<file path="src/rtl/mem_access_unit_pkg.sv">
// Shared LC-3b types for the MEM stage: word/mask types, access FSM states, lane constants.
package lc3b_types;

    typedef logic [15:0] lc3b_word;
    typedef logic [1:0]  lc3b_mem_wmask;

    typedef enum logic [1:0] {
        IDLE,
        PTR,
        ACCESS,
        DONE
    } mem_access_state_t;

    localparam lc3b_mem_wmask LANE_NONE = 2'b00;
    localparam lc3b_mem_wmask LANE_LO   = 2'b01;
    localparam lc3b_mem_wmask LANE_HI   = 2'b10;
    localparam lc3b_mem_wmask LANE_BOTH = 2'b11;

endpackage

</file>
<file path="src/rtl/mem_access_unit_if.sv">
// Data-memory (d-cache) request/response bus between the MEM stage and the cache.
interface mem_access_unit_if #(
    parameter int WORD_W = 16
);
    logic [WORD_W-1:0] dmem_address;
    logic              dmem_read;
    logic              dmem_write;
    logic [1:0]        dmem_byte_enable;
    logic [WORD_W-1:0] dmem_wdata;
    logic [WORD_W-1:0] dmem_rdata;
    logic              dmem_resp;

    modport master (
        output dmem_address, dmem_read, dmem_write, dmem_byte_enable, dmem_wdata,
        input  dmem_rdata, dmem_resp
    );

    modport slave (
        input  dmem_address, dmem_read, dmem_write, dmem_byte_enable, dmem_wdata,
        output dmem_rdata, dmem_resp
    );
endinterface

</file>
<file path="src/rtl/mem_access_unit_load_format.sv">
// Load-data formatter: byte-lane select and sign extension for LDB, pass-through for word loads.
module mem_load_format #(
    parameter int WORD_W = 16
) (
    input  logic [WORD_W-1:0] i_rdata,
    input  logic              i_byte_op,
    input  logic              i_hi_byte,
    output logic [WORD_W-1:0] o_data
);

    logic [7:0] w_byte;

    // Pick the addressed byte lane and sign-extend it for byte loads.
    always_comb begin
        w_byte = i_hi_byte ? i_rdata[15:8] : i_rdata[7:0];
        if (i_byte_op) begin
            o_data = {{(WORD_W-8){w_byte[7]}}, w_byte};
        end else begin
            o_data = i_rdata;
        end
    end

endmodule

</file>
<file path="src/rtl/mem_access_unit.sv">
// MEM-stage data-memory sequencer: word/byte/indirect loads and stores, load formatting, stall.
module mem_access_unit
    import lc3b_types::*;
#(
    parameter int WORD_W = 16
) (
    input  logic                clk,
    input  logic                reset,
    input  logic                mem_read,
    input  logic                mem_write,
    input  logic                indirect,
    input  logic                byte_op,
    input  logic [WORD_W-1:0]   addr,
    input  logic [WORD_W-1:0]   store_data,
    input  logic                advance,
    mem_access_unit_if.master   dmem,
    output logic [WORD_W-1:0]   mem_data,
    output logic                mem_stall
);

    mem_access_state_t r_state;
    mem_access_state_t w_eff_state;
    mem_access_state_t w_next_state;

    logic [WORD_W-1:0] r_ptr;
    logic [WORD_W-1:0] r_held;

    logic              w_op;
    logic              w_is_read;
    logic              w_is_write;
    logic              w_byte;
    logic [WORD_W-1:0] w_base;
    logic [WORD_W-1:0] w_fmt;
    logic              w_ptr_load;
    logic              w_held_load;

    logic [WORD_W-1:0] w_address;
    logic              w_read;
    logic              w_write;
    lc3b_mem_wmask     w_be;
    logic [WORD_W-1:0] w_wdata;
    logic [WORD_W-1:0] w_mem_data;
    logic              w_stall;

    mem_load_format #(.WORD_W(WORD_W)) u_load_format (
        .i_rdata   (dmem.dmem_rdata),
        .i_byte_op (w_byte),
        .i_hi_byte (w_base[0]),
        .o_data    (w_fmt)
    );

    // State and capture registers: FSM state, indirect pointer, result held across a stall.
    always_ff @(posedge clk) begin
        if (reset) begin
            r_state <= IDLE;
            r_ptr   <= '0;
            r_held  <= '0;
        end else begin
            r_state <= w_next_state;
            if (w_ptr_load) begin
                r_ptr <= dmem.dmem_rdata;
            end
            if (w_held_load) begin
                r_held <= w_mem_data;
            end
        end
    end

    // Next-state, request and result decode. An op seen in IDLE is handled exactly as its
    // target state, so the request issues (and may complete) in the same cycle with no added latency.
    always_comb begin
        w_op        = mem_read | mem_write;
        w_is_read   = mem_read;
        w_is_write  = mem_write & ~mem_read;
        w_byte      = byte_op & ~indirect;
        w_base      = indirect ? r_ptr : addr;

        if (r_state == IDLE && w_op) begin
            w_eff_state = indirect ? PTR : ACCESS;
        end else begin
            w_eff_state = r_state;
        end

        w_next_state = w_eff_state;
        w_ptr_load   = 1'b0;
        w_held_load  = 1'b0;
        w_address    = '0;
        w_read       = 1'b0;
        w_write      = 1'b0;
        w_be         = LANE_NONE;
        w_wdata      = '0;
        w_mem_data   = '0;
        w_stall      = 1'b0;

        case (w_eff_state)
            IDLE: begin
                w_next_state = IDLE;
            end
            PTR: begin
                w_read    = 1'b1;
                w_address = {addr[WORD_W-1:1], 1'b0};
                w_be      = LANE_BOTH;
                w_stall   = 1'b1;
                if (dmem.dmem_resp) begin
                    w_ptr_load   = 1'b1;
                    w_next_state = ACCESS;
                end
            end
            ACCESS: begin
                w_read  = w_is_read;
                w_write = w_is_write;
                if (w_byte) begin
                    w_address = w_base;
                    w_be      = w_base[0] ? LANE_HI : LANE_LO;
                    w_wdata   = {store_data[7:0], store_data[7:0]};
                end else begin
                    w_address = {w_base[WORD_W-1:1], 1'b0};
                    w_be      = LANE_BOTH;
                    w_wdata   = store_data;
                end
                if (dmem.dmem_resp) begin
                    w_mem_data = w_is_read ? w_fmt : '0;
                    if (advance) begin
                        w_next_state = IDLE;
                    end else begin
                        w_held_load  = 1'b1;
                        w_next_state = DONE;
                    end
                end else begin
                    w_stall = 1'b1;
                end
            end
            DONE: begin
                w_mem_data = r_held;
                if (advance) begin
                    w_next_state = IDLE;
                end
            end
            default: begin
                w_next_state = IDLE;
            end
        endcase
    end

    assign dmem.dmem_address     = w_address;
    assign dmem.dmem_read        = w_read;
    assign dmem.dmem_write       = w_write;
    assign dmem.dmem_byte_enable = w_be;
    assign dmem.dmem_wdata       = w_wdata;
    assign mem_data              = w_mem_data;
    assign mem_stall             = w_stall;

    a_no_read_and_write: assert property (@(posedge clk) disable iff (reset) !(mem_read && mem_write));

endmodule

</file>
<file path="src/flat_wrapper.sv">
// flat-port wrapper written by rule: the top's interface ports become plain ports
module mem_access_unit_flat import lc3b_types::*;
#(
    parameter int WORD_W = 16
)
  (clk, reset, mem_read, mem_write, indirect, byte_op, addr, store_data, advance, mem_data, mem_stall, dmem_dmem_address, dmem_dmem_read, dmem_dmem_write, dmem_dmem_byte_enable, dmem_dmem_wdata, dmem_dmem_rdata, dmem_dmem_resp);
  mem_access_unit_if #(.WORD_W(WORD_W)) dmem_i ();
  input  logic clk;
  input  logic reset;
  input  logic mem_read;
  input  logic mem_write;
  input  logic indirect;
  input  logic byte_op;
  input  logic [WORD_W-1:0] addr;
  input  logic [WORD_W-1:0] store_data;
  input  logic advance;
  output logic [WORD_W-1:0] mem_data;
  output logic mem_stall;
  output wire logic [$bits(dmem_i.dmem_address)-1:0] dmem_dmem_address;
  output wire logic [$bits(dmem_i.dmem_read)-1:0] dmem_dmem_read;
  output wire logic [$bits(dmem_i.dmem_write)-1:0] dmem_dmem_write;
  output wire logic [$bits(dmem_i.dmem_byte_enable)-1:0] dmem_dmem_byte_enable;
  output wire logic [$bits(dmem_i.dmem_wdata)-1:0] dmem_dmem_wdata;
  input wire logic [$bits(dmem_i.dmem_rdata)-1:0] dmem_dmem_rdata;
  input wire logic [$bits(dmem_i.dmem_resp)-1:0] dmem_dmem_resp;
  assign dmem_dmem_address = dmem_i.dmem_address;
  assign dmem_dmem_read = dmem_i.dmem_read;
  assign dmem_dmem_write = dmem_i.dmem_write;
  assign dmem_dmem_byte_enable = dmem_i.dmem_byte_enable;
  assign dmem_dmem_wdata = dmem_i.dmem_wdata;
  assign dmem_i.dmem_rdata = dmem_dmem_rdata;
  assign dmem_i.dmem_resp = dmem_dmem_resp;
  mem_access_unit #(.WORD_W(WORD_W)) u_core (.clk(clk), .reset(reset), .mem_read(mem_read), .mem_write(mem_write), .indirect(indirect), .byte_op(byte_op), .addr(addr), .store_data(store_data), .advance(advance), .dmem(dmem_i), .mem_data(mem_data), .mem_stall(mem_stall));
endmodule
</file>
<file path="config.mk">
export PLATFORM = sky130hd
export DESIGN_NAME = mem_access_unit_flat
export DESIGN_NICKNAME = d
export VERILOG_FILES = /design/src/rtl/mem_access_unit_pkg.sv /design/src/rtl/mem_access_unit_if.sv /design/src/rtl/mem_access_unit_load_format.sv /design/src/rtl/mem_access_unit.sv /design/src/flat_wrapper.sv
export SDC_FILE = /design/constraint.sdc
export NUM_CORES = 1
export LEC_CHECK = 0
export BUFFER_PORTS_ARGS = -buffer_cell sky130_fd_sc_hd__buf_2
export CAP_MARGIN = 20
export CELL_PAD_IN_SITES_DETAIL_PLACEMENT = 2
export CELL_PAD_IN_SITES_GLOBAL_PLACEMENT = 2
export CORE_MARGIN = 2
export CORE_UTILIZATION = 25
export DETAILED_ROUTE_END_ITERATION = 10
export PLACE_DENSITY_LB_ADDON = 0.1
export SLEW_MARGIN = 20
export SYNTH_ARGS = -nofsm -noshare
export SYNTH_HDL_FRONTEND = slang
export SYNTH_SLANG_ARGS = --single-unit
export TNS_END_PERCENT = 20
</file>
<file path="constraint.sdc">
create_clock -name clk -period 2.7 [get_ports clk]
set_input_delay 0 -clock clk [delete_from_list [all_inputs] [get_ports clk]]
set_output_delay 0 -clock clk [all_outputs]
set_load 0.01 [all_outputs]
</file>
==> results.cfg, run 1 <==
[critical_path]
crit_fanout = 9
rrSetupSlack_ns = 0.34
crit_path_cell_trace = inv_1 > a31o_2 > inv_1 > ha_1 > nand3_2 > a21oi_4 > o21ai_0 > a21oi_1 > buf_2
worstPathRequired_ns = 2.70
cp.arrival_ns = 2.41
r2r-start = u_core.r_state[1]
cp-end-kind = primary output
critPathLaunchType = flop
path_common_cell = inv_1
worstSetupPathType = reg2out
critPathLaunch = u_core.r_state[1]
slowest_delay_ns = 0.38
crit_path_top_delay_cell = dfxtp_1

[placement]
io_buffers = 108
post-dp-hpwl_mm = 6.982
place.gp.congestion = 0.8553
post_dp_cell_area_um2 = 3044

[detailed_routing]
num_vias = 2643
vias_per_cell = 4.867
drt_first_pass_iters = 4
totalWireLength_mm = 8.974
drt_drc_violations_left = 0
route.antenna.remaining_nets = 0
post_drt_wl_per_cell_um = 16.53
drt_iter0_drc = 80

[synth]
synth_area_leaders = dfxtp_1 28%, nand2_1 11%, mux2_2 7.5%, a21oi_1 7.1%, a2bb2o_4 5.0%
synthesis.instances = 306
ys_warn_count = 0
yosysUniqueCellTypes = 37
syn_area_per_cell_um2 = 7.826
yosys.area.top_type = dfxtp_1
seq_area_frac_synth_pct = 27.59
synth_top_area_share_pct = 27.59
syn-cell-area_um2 = 2395
ys_ff_latch = 33
synth_nets = 367

[timing]
fmax_mhz = 415.7
worstMarginPinSlew_ns = 0.8057
maxSlewViolCount = 0
relSlewSlack_pct = 46.05
period_share_pct = 89.10
tns_ns = 0
fin_skew_ns = 0.006938
finalSetupViolCount = 0
rsz0062_at_grt = false
fin_crit_ns = 2.406
finalHoldViolCount = 0

[clocking]
htree_levels = 2
clkSlewWorstSetupHoldPaths_ns = 0.07
cts_buffers = 5
cts_tree = built
cts_root_buf = clkbuf_8
clk_path_buf_depth = 2
clk_latency_ns = 0.29
clock-sinks = 33

[floorplan]
die_h_um = 101.9
initial_core_util_pct = 25.80
die_area_um2 = 10380
die_w_um = 101.9
ios = 109
num_rows = 35
fp.coreArea_um2 = 9284

[finish]
antennaDiodeCount = 0
design_area_um2 = 3233
areaGrowthSynthToFinish_pct = 35.01
nNetsFinal = 475
drive_above_1_share_pct = 37.20

[pwr]
powerDensity_nw_per_um2 = 427.2
vdd_drop_max_uv = 162.1
leakage_uw = 0.001451

[worst_hold_path]
worst_hold_path_type = in2reg
worstHoldStart = dmem_dmem_rdata[15]

[global_routing]
grt-ovfl-total = 0
grt_max_degree = 21
grt_pass1_vias = 2755
grt.total_usage_pct = 17.62
grt_pass1_wl_mm = 14.26
antenna_found_initial = 0

[status]
status = complete, no violations

[flow_run]
drv_cap = 0
-- routing by layer --
metal  vias to the layer above  GRT usage, %  wire length, um
met4                         0         4.000               76
met5                         -             0                0
met1                      1273         22.55             4115
met3                         7         2.873              499
met2                        82         31.12             4282
li1                       1281             -                -
-- cells in the final DEF (no fill, tap or decap), types with 10 or more instances in the layout --
cell type,instances
buf_4,10
nor2b_1,18
and2_1,14
a22oi_1,15
dfxtp_1,33
a21oi_1,34
buf_2,108
nand2_1,68
mux2_2,16
-- flip-flops by register name, indices dropped and copies added, names as in the netlist --
name / count
u_core.r_state: 2
u_core.r_held: 16
u_core.r_ptr: 15
-- Yosys cell counts --
cell type	n
o21a_1	7
mux2_2	16
nand2b_1	1
a31o_2	1
buf_6	2
and3b_1	1
nor3_1	2
dfxtp_1	33
and2_1	14
a21oi_2	1
or2_4	1
a311oi_1	1
buf_2	6
inv_1	4
a21boi_0	9
nor2b_2	1
o2bb2ai_1	1
a2bb2o_4	6
a21o_1	3
nor4_1	1
nor2_1	6
nand3b_4	1
buf_4	2
clkbuf_1	16
a22o_1	4
a22oi_1	15
mux2i_1	1
nand3_1	7
nand4_1	1
a2111oi_2	1
o21ai_0	9
a311oi_2	1
nor2b_1	18
ha_1	5
a2bb2o_1	6
a21oi_1	34
nand2_1	68
-- critical path, delay by kind of cell, from the launching register on --
family	cells	cell delay [ns]
compound gates	4	0.93
simple gates	1	0.22
flops	1	0.38
fa+ha+maj	1	0.27
buf+inv	3	0.32
-- power breakdown --
part | switching [uW] | total (uW) | internal [uW] | leakage, uW
clock network | 189 | 391 | 203 | 0.0000443
logic | 274 | 483 | 208 | 0.00114
registers | 7.57 | 507 | 500 | 0.000267
total | 471 | 1380 | 911 | 0.00145
-- metrics by stage --
stage               setup WS, ns  util [%]  total power, uW  instances  hold slack (ns)
floorplan                 0.6993         -            807.6        306           0.1360
global placement          0.4238     32.79            990.2        527           0.2664
detailed placement        0.3768     32.79            997.2        527           0.2740
CTS                      0.06859     34.69             1407        543         0.008859
global route             0.09799     34.82             1476        543          0.01523
finish                    0.2944     34.82             1381        543          0.01421
-- path summary, 6_finish.rpt --
check	endpoint	cells past startpoint
worst max-delay path	mem_data[9]	9
worst min-delay path	u_core.r_ptr[15]	3
worst max register to register	u_core.r_held[8]	9
worst min register to register	u_core.r_ptr[3]	2
-- kinds of logic (layout without fill, tap and decap cells) --
logic type	Yosys count	after routing	synth area share, %
AO/OA/AOI/OAI	99	99	31.35
adder cells (fa/ha/maj)	5	5	2.612
buffers and inverters	30	138	5.956
flip-flops	33	33	27.59
multiplexers	17	17	7.941
AND/OR/NAND/NOR	122	122	24.56
-- layout make-up --
| cell class | count | area (um^2) |
|---|---|---|
| fill | 1147 | 6051 |
| multi-input combinational | 243 | 1604 |
| timing repair buffer | 127 | 705.7 |
| sequential | 33 | 660.6 |
| tap | 129 | 161.4 |
| clock buffer | 7 | 86.33 |
| inverter | 4 | 15.01 |
-- what timing repair did --
item                                    CTS  global route
endpoints found under the setup margin    0             9
buffers inserted                          0             0
gates resized for setup                   0             2
hold buffers                              9             0
hold endpoints to repair                  9             0
Power figures use the tool's default switching activity.
==> run 2: changes to the inputs <==
--- a/config.mk
+++ b/config.mk
@@ -12,6 +12,7 @@
 export CORE_MARGIN = 2
 export CORE_UTILIZATION = 25
 export DETAILED_ROUTE_END_ITERATION = 10
+export GPL_TIMING_DRIVEN = 0
 export PLACE_DENSITY_LB_ADDON = 0.1
 export SLEW_MARGIN = 20
 export SYNTH_ARGS = -nofsm -noshare
==> constraint.sdc (replaced) <==
create_clock -name clk -period 2.35 [get_ports clk]
set_input_delay 0 -clock clk [delete_from_list [all_inputs] [get_ports clk]]
set_output_delay 0 -clock clk [all_outputs]
set_load 0.01 [all_outputs]
==> results.cfg, run 2 (synthesized netlist as in run 1, its figures left out) <==
[global_routing]
grt-ovfl-total = 0
grt.total_usage_pct = 17.83
antenna_found_initial = 0
grt_max_degree = 13
grt_pass1_wl_mm = 14.48
grt_pass1_vias = 2746

[timing]
worstMarginPinSlew_ns = 0.5354
finalHoldViolCount = 0
period_share_pct = 97.44
fmax_mhz = 436.7
relSlewSlack_pct = 64.31
maxSlewViolCount = 0
rsz0062_at_grt = true
finalSetupViolCount = 0
tns_ns = 0
fin_skew_ns = 0.006713
fin_crit_ns = 2.290

[finish]
fill_cells = 1123
drive_above_1_share_pct = 39.53
ff_latch_area_um2 = 660.6
largest_reg_flops = 16
layout_common_cells = 112 x buf_2, 68 x nand2_1, 33 x dfxtp_1
max_flop_register = u_core.r_held
largestRegisters = u_core.r_held: 16 flops, u_core.r_ptr: 15 flops, u_core.r_state: 2 flops
nNetsFinal = 490
layout_commonest_cell = buf_2
multi_input_area_um2 = 1668
antennaDiodeCount = 0
final_util_pct = 36.63
areaGrowthSynthToFinish_pct = 42.01

[worst_hold_path]
worstHoldStart = dmem_dmem_rdata[11]
worst_hold_path_type = in2reg

[detailed_routing]
route.antenna.remaining_nets = 0
drt_iter0_drc = 65
drt_drc_violations_left = 0
num_vias = 2659
drt_first_pass_iters = 4
vias_per_cell = 4.757
totalWireLength_mm = 9.128
post_drt_wl_per_cell_um = 16.33

[floorplan]
num_rows = 35
ios = 109
die_w_um = 101.9
die_h_um = 101.9
die_area_um2 = 10380
fp.coreArea_um2 = 9284
initial_core_util_pct = 25.80

[critical_path]
worstSetupPathType = reg2reg
cp.arrival_ns = 2.48
worstPathRequired_ns = 2.54
rrSetupSlack_ns = 0.06
path_common_cell = inv_1
crit_path_top_delay_cell = a2111oi_2
reg2regPathDepth = 9
r2r-start = u_core.r_state[1]
critPathLaunchType = flop
endpoint = u_core.r_held[14]
crit_path_cell_trace = inv_1 > a31o_2 > inv_1 > ha_4 > nand2_1 > a2111oi_2 > a311oi_4 > buf_6 > a2bb2o_4
critPathLaunch = u_core.r_state[1]
slowest_delay_ns = 0.49
reg2reg_to = u_core.r_held[14]
crit_fanout = 10
cp-end-kind = flop

[placement]
place.gp.congestion = 0.7440
io_buffers = 106
post-dp-hpwl_mm = 7.189

[pwr]
power_frac_seq_pct = 33.5
power.internal_uw = 1148
switching_share_pct = 33.89
p_comb_share_pct = 34.2
leakage_uw = 0.001503
vdd_drop_max_uv = 248.2
clockPowerShare_pct = 32.3
switchingPower_uw = 588.5
powerDensity_nw_per_um2 = 510.7

[clocking]
clock-sinks = 33
cts_buffers = 5
htree_levels = 2
cts_tree = built
clkSlewWorstSetupHoldPaths_ns = 0.08
clk_path_buf_depth = 2
cts_root_buf = clkbuf_8
clk_latency_ns = 0.29

[status]
status = complete, no violations

[flow_run]
drv_cap = 0
run 2: cell count changes in the layout (fill, tap and decap cells not counted), sizes merged:
cell         before  now
a21oi            35   36
clkinvlp          0    1
dlygate4sd3       9   11
bufinv            0    1
buf             118  120
clkbuf            7   15
clkinv            0    1
run 2: worst min path at each step:
stage	end	slack [ns]	cells past startpoint
finish	u_core.r_ptr[11]	0.01	3
global placement	u_core.r_ptr[1]	0.26	3
floorplan	u_core.r_ptr[10]	0.14	2
detailed placement	u_core.r_ptr[3]	0.27	3
CTS	u_core.r_ptr[11]	0.01	3
global route	u_core.r_ptr[11]	0.03	3
run 2: cell type report:
class / count / area share, %
plain buffers: 24 / 4.121
multi-input cells: 244 / 49.04
flip-flops and latches: 33 / 19.43
clock inverters: 3 / 1.361
clock buffers: 5 / 2.024
repair buffers: 117 / 18.84
well taps: 129 / 4.746
inverters: 4 / 0.4415
run 2: stage by stage:
stage               instances  total power, uW  hold WS [ns]  setup WS [ns]  instance area, um^2
floorplan                 306            927.9        0.1360         0.3493                 2395
global placement          541             1140        0.2642        -0.1970                 3087
detailed placement        541             1153        0.2716        -0.2400                 3087
CTS                       560             1752       0.01079       0.001225                 3381
global route              559             1849       0.03312       -0.06506                 3401
finish                    559             1737       0.01231        0.06008                 3401
run 2: critical path: cells and delay by family, from the launching register on:
family	cells	cell delay (ns)
compound gates	4	1.08
fa+ha+maj	1	0.21
buf+inv	3	0.41
flops	1	0.37
simple gates	1	0.12
run 2: power groups by stage:
stage,sequential [uW],clock [uW],combinational (uW)
3_3_place_gp,595,0,545
2_1_floorplan,592,0,335
6_report,582,561,594
4_1_cts,582,574,595
5_1_grt,585,598,666
3_5_place_dp,595,0,557
run 2: timing repair:
item                                   in CTS  in global routing
endpoints found under the hold margin      11                  0
gates cloned                                1                  0
hold buffers                               11                  0
pin swaps                                   1                  1
setup endpoints to repair                  61                 59
buffers inserted                            0                  0
resized for setup                          17                 18
run 2: routing by layer:
metal | up-vias | routed length [um] | GRT usage [%]
li1 | 1317 | - | -
met1 | 1266 | 4077 | 23.36
met2 | 72 | 4542 | 31.58
met3 | 4 | 466 | 2.599
met4 | 0 | 42 | 2.974
met5 | - | 0 | 0
==> run 3: changes to the inputs <==
--- a/config.mk
+++ b/config.mk
@@ -14,6 +14,7 @@
 export DETAILED_ROUTE_END_ITERATION = 10
 export GPL_TIMING_DRIVEN = 0
 export PLACE_DENSITY_LB_ADDON = 0.1
+export REMOVE_ABC_BUFFERS = 1
 export SLEW_MARGIN = 20
 export SYNTH_ARGS = -nofsm -noshare
 export SYNTH_HDL_FRONTEND = slang
==> results.cfg, run 3 (synthesized netlist as in run 1, its figures left out) <==
[detailed_routing]
num_vias = 2662
drt_drc_violations_left = 0
post_drt_wl_per_cell_um = 16.99
totalWireLength_mm = 9.278
route.antenna.remaining_nets = 0
drt_iter0_drc = 57
drt_first_pass_iters = 4
vias_per_cell = 4.875

[placement]
io_buffers = 108
post-dp-hpwl_mm = 6.592
placedCellCount = 517
place.gp.congestion = 0.7716
post_dp_cell_area_um2 = 2980

[critical_path]
crit_path_top_delay_cell = dfxtp_2
critPathLaunchType = flop
crit_fanout = 8
cp-end-kind = primary output
crit_path_cell_trace = inv_1 > a31o_2 > inv_2 > ha_4 > nand3_4 > a21oi_4 > o21ai_0 > a21oi_1 > buf_2
worstSetupPathType = reg2out
cp.arrival_ns = 2.17
slowest_delay_ns = 0.37
worstPathRequired_ns = 2.35

[finish]
nNetsFinal = 477
areaGrowthSynthToFinish_pct = 39.71
design_area_um2 = 3346
drive_above_1_share_pct = 38.85
final_util_pct = 36.04
layout_commonest_cell = buf_2
largest_reg_flops = 16
antennaDiodeCount = 0
layout_common_cells = 108 x buf_2, 67 x nand2_1, 34 x a21oi_1
largestRegisters = u_core.r_held: 16 flops, u_core.r_ptr: 15 flops, u_core.r_state: 2 flops
finalNonFillerCells = 546
max_flop_register = u_core.r_held
fill_cells = 1122

[clocking]
clk_latency_ns = 0.28
clk_path_buf_depth = 2
cts_tree = built
cts_buffers = 5
cts_root_buf = clkbuf_8
clkSlewWorstSetupHoldPaths_ns = 0.07
clock-sinks = 33
htree_levels = 2

[timing]
timing.hold.ws_ns = 0.008078
finalSetupViolCount = 0
fmax_mhz = 460.5
relSlewSlack_pct = 54.60
finalHoldViolCount = 0
fin_skew_ns = 0.003304
fin_crit_ns = 2.172
rsz0062_at_grt = false
maxSlewViolCount = 0
worstMarginPinSlew_ns = 0.6796
period_share_pct = 92.41

[pwr]
vdd_drop_max_uv = 299.5
powerDensity_nw_per_um2 = 479.9
leakage_uw = 0.001450
total_power_uw = 1606

[status]
status = complete, no violations

[global_routing]
antenna_found_initial = 0
grt_max_degree = 26
grt_pass1_vias = 2740
grt-ovfl-total = 0
grt.total_usage_pct = 17.71
grt_pass1_wl_mm = 14.31

[floorplan]
ios = 109
die_w_um = 101.9
die_area_um2 = 10380
initial_core_util_pct = 25.80
fp.coreArea_um2 = 9284
die_h_um = 101.9
num_rows = 35

[worst_hold_path]
worst_hold_path_type = in2reg

[flow_run]
drv_cap = 0
==> run 3: cell count changes in the layout (fill, tap and decap cells not counted), sizes merged <==
cell / previous run / this run
clkbuf: 15 / 8
dlygate4sd3: 11 / 13
buf: 120 / 115
clkinv: 1 / 0
bufinv: 1 / 0
inv: 4 / 3
==> run 3: final timing paths <==
| kind | startpoint | to | slack (ns) | cells past startpoint |
|---|---|---|---|---|
| worst max-delay path | u_core.r_state[1] | mem_data[15] | 0.18 | 9 |
| worst min-delay path | dmem_dmem_rdata[6] | u_core.r_ptr[6] | 0.008 | 3 |
| worst max register to register | u_core.r_state[1] | u_core.r_held[8] | 0.25 | 8 |
| worst min register to register | u_core.r_ptr[8] | u_core.r_ptr[8] | 0.46 | 2 |
==> run 3: what timing repair did <==
action	4_1_cts	5_1_grt
cloned	1	0
resized for setup	14	9
buffers inserted	5	2
setup endpoints to repair	69	23
endpoints found under the hold margin	13	0
pin swaps	2	3
hold buffers	13	0
==> run 3: power by group <==
part / total (uW) / switching, uW / internal (uW)
clock: 427 / 216 / 211
combinational: 595 / 336 / 259
sequential: 584 / 9.58 / 575
total: 1610 / 562 / 1040
==> run 3: area by class of cell <==
cell class / count / area (um^2) / area share, %
multi-input cells: 244 / 1700 / 50.82
repair buffers: 128 / 723.2 / 21.62
flip-flops and latches: 33 / 661.9 / 19.78
well taps: 129 / 161.4 / 4.824
clock buffers: 8 / 80.08 / 2.393
inverters: 4 / 18.77 / 0.5610
==> run 3: per-stage QoR <==
stage,setup WS (ns),TNS (ns)
floorplan,-0.1618,-1.851
global placement,-0.9988,-48.28
detailed placement,-1.056,-51.80
CTS,0.05610,0
global route,0.04186,0
finish,0.1784,0
==> run 3: critical path: cells and delay by family (launching register included) <==
family	cells	cell delay (ns)
DFF	1	0.37
adders and majority gates	1	0.18
and+or+nand+nor	1	0.15
buffers and inverters	3	0.33
AOI/OAI and AO/OA	4	0.86
==> run 3: routing by layer <==
layer	up-vias	GRT usage [%]	part of all wire [%]
li1	1286	-	-
met1	1297	21.20	41
met2	75	33.25	52
met3	4	2.873	5.6
met4	0	3.692	0.74
met5	-	0	0
